==> src/rtl/seq_detect_p.sv <==
// Serial pattern detector: shifts x into a history register and emits a registered
// one-cycle pulse F plus a saturating match count whenever the last PAT_LEN sampled bits equal PATTERN.
module seq_detect_p #(
  parameter int                 PAT_LEN = 4,
  parameter logic [PAT_LEN-1:0] PATTERN = 4'b1011,
  parameter bit                 OVERLAP = 1'b1,
  parameter int                 CNT_W   = 8
) (
  input  logic             clk,
  input  logic             rst,
  input  logic             x,
  input  logic             en,
  input  logic             clr,
  output logic             F,
  output logic [CNT_W-1:0] match_cnt
);

  localparam int                FILL_W    = $clog2(PAT_LEN + 1);
  localparam logic [FILL_W-1:0] FILL_FULL = FILL_W'(PAT_LEN);
  localparam logic [CNT_W-1:0]  CNT_MAX   = {CNT_W{1'b1}};

  logic [PAT_LEN-1:0] hist_q, hist_d, hist_shift;
  logic [FILL_W-1:0]  fill_q, fill_d, fill_inc;
  logic [CNT_W-1:0]   cnt_q, cnt_d;
  logic               f_q, f_d;
  logic               match;

  // Match is judged on the post-shift view so the pulse lands one edge after the final bit.
  always_comb begin
    hist_shift = {hist_q[PAT_LEN-2:0], x};
    fill_inc   = (fill_q == FILL_FULL) ? fill_q : fill_q + FILL_W'(1);
    match      = en & ~clr & (fill_inc == FILL_FULL) & (hist_shift == PATTERN);
    hist_d     = hist_q;
    fill_d     = fill_q;
    cnt_d      = cnt_q;
    f_d        = 1'b0;
    if (clr) begin
      hist_d = '0;
      fill_d = '0;
      cnt_d  = '0;
    end else if (en) begin
      hist_d = hist_shift;
      f_d    = match;
      if (match && !OVERLAP) begin
        fill_d = '0;
      end else begin
        fill_d = fill_inc;
      end
      if (match && (cnt_q != CNT_MAX)) begin
        cnt_d = cnt_q + CNT_W'(1);
      end else begin
        cnt_d = cnt_q;
      end
    end else begin
      hist_d = hist_q;
      fill_d = fill_q;
    end
  end

  // State registers with asynchronous reset.
  always_ff @(posedge clk or posedge rst) begin
    if (rst) begin
      hist_q <= '0;
      fill_q <= '0;
      cnt_q  <= '0;
      f_q    <= 1'b0;
    end else begin
      hist_q <= hist_d;
      fill_q <= fill_d;
      cnt_q  <= cnt_d;
      f_q    <= f_d;
    end
  end

  assign F         = f_q;
  assign match_cnt = cnt_q;

endmodule

==> config.mk <==
export PLATFORM = sky130hd
export DESIGN_NAME = seq_detect_p
export DESIGN_NICKNAME = d
export VERILOG_FILES = /design/src/rtl/seq_detect_p.sv
export SDC_FILE = /design/constraint.sdc
export NUM_CORES = 1
export LEC_CHECK = 0
export ABC_CLOCK_PERIOD_IN_PS = 2100
export CORE_MARGIN = 2
export CORE_UTILIZATION = 46
export DETAILED_ROUTE_END_ITERATION = 10
export GPL_TIMING_DRIVEN = 0
export PLACE_DENSITY_LB_ADDON = 0.2
export SETUP_SLACK_MARGIN = 0.4
export SYNTH_ARGS = -nofsm -noshare
export SYNTH_HDL_FRONTEND = slang
export SYNTH_SLANG_ARGS = --single-unit
==> constraint.sdc <==
create_clock -name clk -period 2.1 [get_ports clk]
set_input_delay 0.315 -clock clk [delete_from_list [all_inputs] [get_ports clk]]
set_output_delay 0.315 -clock clk [all_outputs]
set_load 0.02 [all_outputs]
==> impl_metrics.toml, run 1 <==
[status]
status = "complete, no violations"

[synth]
synth.top_cell.area_share = 0.438
yosysTopAreaCell = "dfrtp_1"
yosys-top-cells-area = "dfrtp_1 44%, nor2_1 5.3%, xnor2_1 5.1%"
synth_fp_nets = 88
synth_area_um2 = 857
yosys_warnings = 0
syn_inst = 80
yosysUniqueCellTypes = 29
synth_seq_cells = 15
synth-main-ff-cell = "dfrtp_1"
synth_edf_count = 0
yosysSeqAreaShare = 0.438
async_flop_share = 1.00
post_synth.cell_area_avg_um2 = 10.7

[pwr]
powerDensity_nw_per_um2 = 523
leakagePower_nw = 0.479
totalPowerFinal_w = 0.000570
vdd_drop_max_uv = 350

[setup_path]
r2r_start = "fill_q[0]"
critPathMaxStageDelay_ns = 0.51
r2r_end = "match_cnt[6]"
critPathArrivalTime_ns = 2.25
worstPathRequired_ns = 2.28
worstPathCellList = "inv_2 > ha_4 > or4b_4 > o311a_4 > nor2_2 > nand4_1 > mux2_1"
crit_end = "match_cnt[6]"
cp_slowest_cell = "or4b_4"
startpoint_type = "register"
path_max_fanout = 5
cp-end-kind = "register"
rrSetupSlack_ns = 0.03
r2r_cells = 7
crit_start = "fill_q[0]"
path_class = "reg2reg"

[finish]
final_layout_size_suffix_gt1_frac = 0.242
n_antenna_cell = 0
fin_nets = 108
area_growth_pct = 27.3
nFillCells = 139
final_cell_area_um2 = 1090

[sta]
timing.fmax_mhz = 483
setup_slack_ns = 0.0287
max_slew_margin = 0.582
finalHoldViolations = 0
drv_slew = 0
min_period_over_period = 0.986
rsz0062_at_grt = "yes"
worstMarginPinSlew_ns = 0.625
hold_slack_ns = 0.373
clock_skew_ns = 0.00638
finalSetupViolations = 0
finalCriticalPeriod_ns = 2.07

[hold_path]
worstHoldPathType = "in2async"

[die]
fp.dieW_um = 47.2
core_um2 = 1750
io_pins = 14
start_util = 0.491
dieArea_um2 = 2220
die_h_um = 47.2
row_count = 15

[placed_design]
gp_congestion = 0.726
io_buffers = 12
dp_slack_ns = -0.0842
hpwl_um = 1190
postPlaceCellArea_um2 = 1020

[grt]
grt_max_degree = 16
grt_overflow = 0
grt_antenna_before_repair = 0
grt_pass1_vias = 652
grt_pass1_wl_um = 2940
grt_use_total = 0.193

[drt]
wl_per_cell_um = 14.0
drt.antenna.violating_nets = 0
drc = 0
drt_iter0_markers = 18
firstDrtPassIters = 4
via_count = 651
routed_wl_um = 1740
via_per_inst = 5.25

[clock_network]
cts_buffers = 3
clock_sinks = 15
hold_buffers = 0
cts_tree = "yes"
clockBufferDepth = 2
cts-root-buf = "clkbuf_4"
worstSkewPairLatency_ns = 0.29
htree_levels = 1
path_clk_slew_ns = 0.10

[job]
maxCapViolations = 0
==> synthesized netlist by cell type, types with 2 or more instances <==
cell	n
a21oi_1	6
nor2_1	12
ha_1	3
nand3_1	6
nand2_1	3
nand4_1	2
mux2i_1	4
inv_1	5
dfrtp_1	15
xnor2_1	5
==> registers in the layout, indices dropped and copies added, names as in the netlist <==
signal and flops:
match_cnt 8, F 1, hist_q 3, fill_q 3
==> worst max-delay path, delay by kind of cell, from the launching register on <==
| kind | cells | cell delay [ns] |
|---|---|---|
| and+or+nand+nor | 3 | 0.75 |
| buffers and inverters | 1 | 0.09 |
| muxes | 1 | 0.32 |
| AOI/OAI and AO/OA | 1 | 0.17 |
| adders and majority gates | 1 | 0.20 |
| DFF | 1 | 0.45 |
==> metal layers <==
layer	GRT usage	routed length (um)	vias to the layer above
met5	0	0	-
met4	0.100	36	0
met3	0.0231	55	5
met2	0.307	829	18
met1	0.258	820	308
li1	-	-	320
==> repair_timing <==
action / CTS / global route
setup endpoints to repair: 9 / 9
gates resized for setup: 3 / 3
pin swaps: 10 / 5
setup buffers: 2 / 1
==> layout make-up <==
| class | instances | area [um2] | area share |
|---|---|---|---|
| Timing Repair Buffer | 15 | 144 | 0.132 |
| Clock buffer | 4 | 26.3 | 0.0241 |
| Inverter | 5 | 18.8 | 0.0172 |
| Sequential cell | 15 | 377 | 0.345 |
| Tap cell | 25 | 31.3 | 0.0287 |
| Buffer | 2 | 12.5 | 0.0115 |
| Multi-Input combinational cell | 58 | 482 | 0.442 |
==> placed cells by master, fill, tap and decap left out, types with 2 or more instances in the layout <==
cell type,count
clkbuf_4,3
dfrtp_1,14
nand2_1,3
inv_2,2
nand4_1,2
clkdlybuf4s50_1,10
nor4_4,2
inv_1,3
mux2i_1,4
xnor2_1,5
nand3_1,6
nor2_1,11
a21oi_1,5
ha_1,2
buf_4,4
==> power breakdown <==
| part | internal, W | total, W | switching, W |
|---|---|---|---|
| clock | 0.0000739 | 0.000171 | 0.0000971 |
| sequential | 0.000295 | 0.000303 | 0.00000846 |
| combinational | 0.0000479 | 0.0000960 | 0.0000481 |
| total | 0.000417 | 0.000570 | 0.000154 |
==> through the flow <==
step | instances | TNS (ns) | utilization
after floorplan | 80 | 0 | -
after global placement | 117 | -0.110 | 0.586
after detailed placement | 117 | -0.240 | 0.586
after CTS | 123 | 0 | 0.616
after global routing | 124 | -0.277 | 0.625
final | 124 | 0 | 0.625
==> kinds of logic (layout without fill, tap and decap cells) <==
logic type / Yosys count / after routing / share of synthesized area
simple gates: 36 / 36 / 0.292
flops: 15 / 15 / 0.438
compound gates: 9 / 9 / 0.0788
buf+inv: 7 / 26 / 0.0365
xor+xnor: 5 / 5 / 0.0511
mux: 5 / 5 / 0.0599
fa+ha+maj: 3 / 3 / 0.0438
==> worst min path at each step <==
stage	cells past startpoint	startpoint	to	slack, ns
floorplan	1	rst	F	0.22
global placement	2	hist_q[1]	hist_q[1]	0.53
detailed placement	2	hist_q[1]	hist_q[1]	0.56
CTS	3	en	fill_q[1]	0.38
global route	3	en	fill_q[1]	0.41
finish	2	rst	match_cnt[0]	0.37
Power figures use the tool's default switching activity.
==> run 2: changes to the inputs <==
Settings changed: PLACE_DENSITY from default to 0.84, PLACE_DENSITY_LB_ADDON 0.2 to default.
==> impl_metrics.toml, run 2 (synthesized netlist as in run 1, its figures left out) <==
[status]
status = "complete, no violations"

[sta]
clock_skew_ns = 0.00239
timing.fmax_mhz = 485
setup_slack_ns = 0.0388
max_slew_margin = 0.580
hold_slack_ns = 0.371
drv_slew = 0
finalSetupViolations = 0
worstMarginPinSlew_ns = 0.627
finalHoldViolations = 0
min_period_over_period = 0.982
rsz0062_at_grt = "yes"
finalCriticalPeriod_ns = 2.06

[finish]
fin_cells = 126
largest_reg_flops = 8
final_layout_size_suffix_gt1_frac = 0.257
n_antenna_cell = 0
layout.cells.most_common = "dfrtp_1"
area_growth_pct = 28.9
fin_nets = 110
most-common-layout-cells = "14 x dfrtp_1, 11 x nor2_1, 9 x clkdlybuf4s50_1, 6 x nand3_1, 6 x buf_4"

[setup_path]
cp-end-kind = "register"
crit_start = "fill_q[0]"
worstPathCellList = "inv_2 > ha_4 > or4b_4 > o311a_4 > nor3_4 > mux2i_1 > nor2_1"
r2r_cells = 7
critPathMaxStageDelay_ns = 0.51
r2r_start = "fill_q[0]"
worstPathRequired_ns = 2.29
path_max_fanout = 5
cp_slowest_cell = "or4b_4"
startpoint_type = "register"
path_class = "reg2reg"
critPathArrivalTime_ns = 2.25

[drt]
firstDrtPassIters = 4
drc = 0
via_per_inst = 5.47
drt_iter0_markers = 21
via_count = 689
routed_wl_um = 1760
drt.antenna.violating_nets = 0
wl_per_cell_um = 14.0

[placed_design]
dp_slack_ns = -0.0838
hpwl_um = 1260
gp_congestion = 0.781
placed_cells = 117
io_buffers = 12

[die]
core_um2 = 1750
fp.dieW_um = 47.2
start_util = 0.491
die_h_um = 47.2
io_pins = 14
dieArea_um2 = 2220
row_count = 15

[clock_network]
cts_buffers = 3
htree_levels = 1
cts-root-buf = "clkbuf_4"
worstSkewPairLatency_ns = 0.29
clock_sinks = 15
path_clk_slew_ns = 0.09
hold_buffers = 0
clockBufferDepth = 2
cts_tree = "yes"

[grt]
grt_max_degree = 16
grt_pass1_wl_um = 2840
grt_overflow = 0
grt_pass1_vias = 680
grt_antenna_before_repair = 0
grt_use_total = 0.191

[pwr]
powerDensity_nw_per_um2 = 523
leakagePower_nw = 0.496
totalPowerFinal_w = 0.000578
vdd_drop_max_uv = 362

[job]
maxCapViolations = 0

[hold_path]
worstHoldPathType = "in2async"
run 2: final timing paths:
| path | end | slack, ns |
|---|---|---|
| max in group asynchronous | fill_q[0] | 1.33 |
| worst min register to register | hist_q[1] | 0.56 |
| worst max-delay path | match_cnt[1] | 0.04 |
| min in group clk | fill_q[1] | 0.40 |
| worst max register to register | match_cnt[1] | 0.04 |
| worst min-delay path | F | 0.37 |
run 2: critical path, delay by kind of cell (launching register included):
kind,cells,cell delay [ns]
adder cells (fa/ha/maj),1,0.19
flip-flops,1,0.44
multiplexers,1,0.22
buffers and inverters,1,0.08
AO/OA/AOI/OAI,1,0.17
AND/OR/NAND/NOR,3,0.85
run 2: cell type report:
| type | count | area (um2) |
|---|---|---|
| repair buffers | 17 | 158 |
| flip-flops and latches | 15 | 377 |
| clock buffers | 4 | 26.3 |
| plain buffers | 2 | 12.5 |
| fillers | 147 | 641 |
| inverters | 5 | 18.8 |
| well taps | 25 | 31.3 |
| multi-input cells | 58 | 482 |
run 2: routing by layer:
layer	wire (um)	track usage
met5	0	0
met4	37	0.128
met3	61	0.0346
met2	903	0.321
met1	757	0.221
run 2: through the flow:
stage | util | TNS [ns] | instance area, um2
finish | 0.633 | 0 | 1100
global route | 0.633 | -0.0584 | 1100
CTS | 0.629 | 0 | 1100
global placement | 0.586 | -0.0429 | 1020
detailed placement | 0.586 | -0.201 | 1020
floorplan | - | 0 | 872
run 2: what timing repair did:
| action | CTS | global route |
|---|---|---|
| setup buffers | 5 | 0 |
| setup endpoints to repair | 10 | 9 |
| gates resized for setup | 5 | 2 |
| pin swaps | 9 | 5 |
run 2: power breakdown:
part	internal, W	leakage [nW]	switching, W	total, W
Clock	0.0000739	0.0150	0.0000980	0.000172
Combinational	0.0000527	0.275	0.0000517	0.000104
Sequential	0.000295	0.206	0.00000622	0.000301
Total	0.000422	0.496	0.000156	0.000578
==> run 3: changes to the inputs <==
Settings changed: CELL_PAD_IN_SITES_DETAIL_PLACEMENT from default to 0, CELL_PAD_IN_SITES_GLOBAL_PLACEMENT from default to 1, CORE_UTILIZATION 46 to 36.
==> impl_metrics.toml, run 3 (synthesized netlist as in run 1, its figures left out) <==
[grt]
grt_pass1_wl_um = 3060
grt_use_total = 0.151
grt_overflow = 0
grt_pass1_vias = 689
grt_antenna_before_repair = 0
grt_max_degree = 16

[die]
core_um2 = 2230
dieArea_um2 = 2790
row_count = 17
start_util = 0.384
die_h_um = 52.8
fp.dieW_um = 52.8
io_pins = 14

[sta]
max_slew_margin = 0.577
finalSetupViolations = 0
finalCriticalPeriod_ns = 2.10
min_period_over_period = 0.998
clock_skew_ns = 0.00201
finalHoldViolations = 0
rsz0062_at_grt = "yes"
timing.fmax_mhz = 477
drv_slew = 0
tns_ns = 0
worstMarginPinSlew_ns = 0.632

[placed_design]
placed_cells = 120
gp_congestion = 0.794
io_buffers = 12
hpwl_um = 1250

[clock_network]
hold_buffers = 0
worstSkewPairLatency_ns = 0.29
clockBufferDepth = 2
clock_sinks = 15
htree_levels = 1
cts_tree = "yes"
path_clk_slew_ns = 0.09
cts_buffers = 3
cts-root-buf = "clkbuf_4"

[finish]
n_antenna_cell = 0
layout.cells.most_common = "dfrtp_1"
post-route-util = 0.505
largest_reg_flops = 8
fin_cells = 130
fin_nets = 111
final_layout_size_suffix_gt1_frac = 0.265
most-common-layout-cells = "15 x dfrtp_1, 11 x nor2_1, 9 x clkdlybuf4s50_1, 7 x buf_4, 6 x nand3_1"
area_growth_pct = 31.5

[drt]
via_count = 661
drt.antenna.violating_nets = 0
wl_per_cell_um = 14.2
via_per_inst = 5.08
drt_iter0_markers = 22
drc = 0
routed_wl_um = 1840
firstDrtPassIters = 4

[hold_path]
worstHoldPathType = "in2reg"

[pwr]
vdd_drop_max_uv = 448
p_sw_w = 0.000160
clkPwrFrac = 0.297
power.share.switching = 0.275
comb_power_share = 0.187
seq_power_share = 0.516
leakagePower_nw = 0.520
powerDensity_nw_per_um2 = 517
intPower_w = 0.000422

[setup_path]
critPathMaxStageDelay_ns = 0.52
cp-end-kind = "register"
critPathArrivalTime_ns = 2.28
cp_slowest_cell = "or4b_4"
worstPathRequired_ns = 2.28
cp_num_buf_inv = 1
path_class = "reg2reg"
worstPathCellList = "inv_2 > ha_4 > or4b_4 > o311a_4 > nor2_4 > nand4_1 > mux2_4"
startpoint_type = "register"
path_max_fanout = 5
critPathTopFamily = "simple AND/OR/NAND/NOR gates"

[job]
maxCapViolations = 0

[status]
status = "complete, no violations"
[run 3: worst reg2reg max path, cell delays in order (launching register included)]
cell and delay, ns:
dfrtp_1 0.43, inv_2 0.09, ha_4 0.20, or4b_4 0.52, o311a_4 0.18, nor2_4 0.13, nand4_1 0.13, mux2_4 0.32
[run 3: power groups by stage]
| stage | registers (W) | logic [W] | clock network [W] |
|---|---|---|---|
| after floorplan | 0.000306 | 0.0000597 | 0 |
| after global placement | 0.000307 | 0.0000770 | 0 |
| after detailed placement | 0.000308 | 0.0000806 | 0 |
| after CTS | 0.000300 | 0.000103 | 0.000175 |
| after global routing | 0.000301 | 0.000119 | 0.000187 |
| final | 0.000300 | 0.000109 | 0.000173 |
[run 3: layer usage]
layer  wire length [um]  track usage  up-vias
met1                827        0.200      325
met2                935        0.248       15
met4                  0       0.0427        0
met5                  0            0        -
li1                   -            -      321
met3                 78       0.0286        0
[run 3: worst paths after layout]
check                      slack [ns]  cells after the start      start           end
hold reg to reg                  0.57                      2  hist_q[1]     hist_q[1]
max in group asynchronous        1.34                      2        rst  match_cnt[6]
setup / recovery                0.004                      7  fill_q[1]  match_cnt[6]
setup reg to reg                0.004                      7  fill_q[1]  match_cnt[6]
min in group asynchronous        0.38                      2        rst     fill_q[1]
hold / removal                   0.36                      3         en     fill_q[1]
[run 3: final cells by class]
cell class	count	area [um2]
fillers	217	1110
multi-input cells	58	490
flip-flops and latches	15	375
repair buffers	18	169
well taps	28	35.0
clock buffers	4	26.3
inverters	5	18.8
plain buffers	2	12.5
[run 3: stage by stage]
stage | area [um2] | hold WS, ns | total power [W] | setup WS (ns)
3_5_place_dp | 1030 | 0.556 | 0.000389 | -0.0800
4_1_cts | 1100 | 0.360 | 0.000578 | 0.0341
3_3_place_gp | 1030 | 0.525 | 0.000384 | -0.0695
6_report | 1130 | 0.364 | 0.000582 | 0.00362
5_1_grt | 1130 | 0.369 | 0.000607 | -0.0573
2_1_floorplan | 872 | 0.216 | 0.000366 | 0.112
[run 3: timing repair]
item	4_1_cts	5_1_grt
endpoints found under the hold margin	0	0
pin swaps	3	4
setup endpoints to repair	9	10
resized for setup	4	4
buffers inserted	4	2
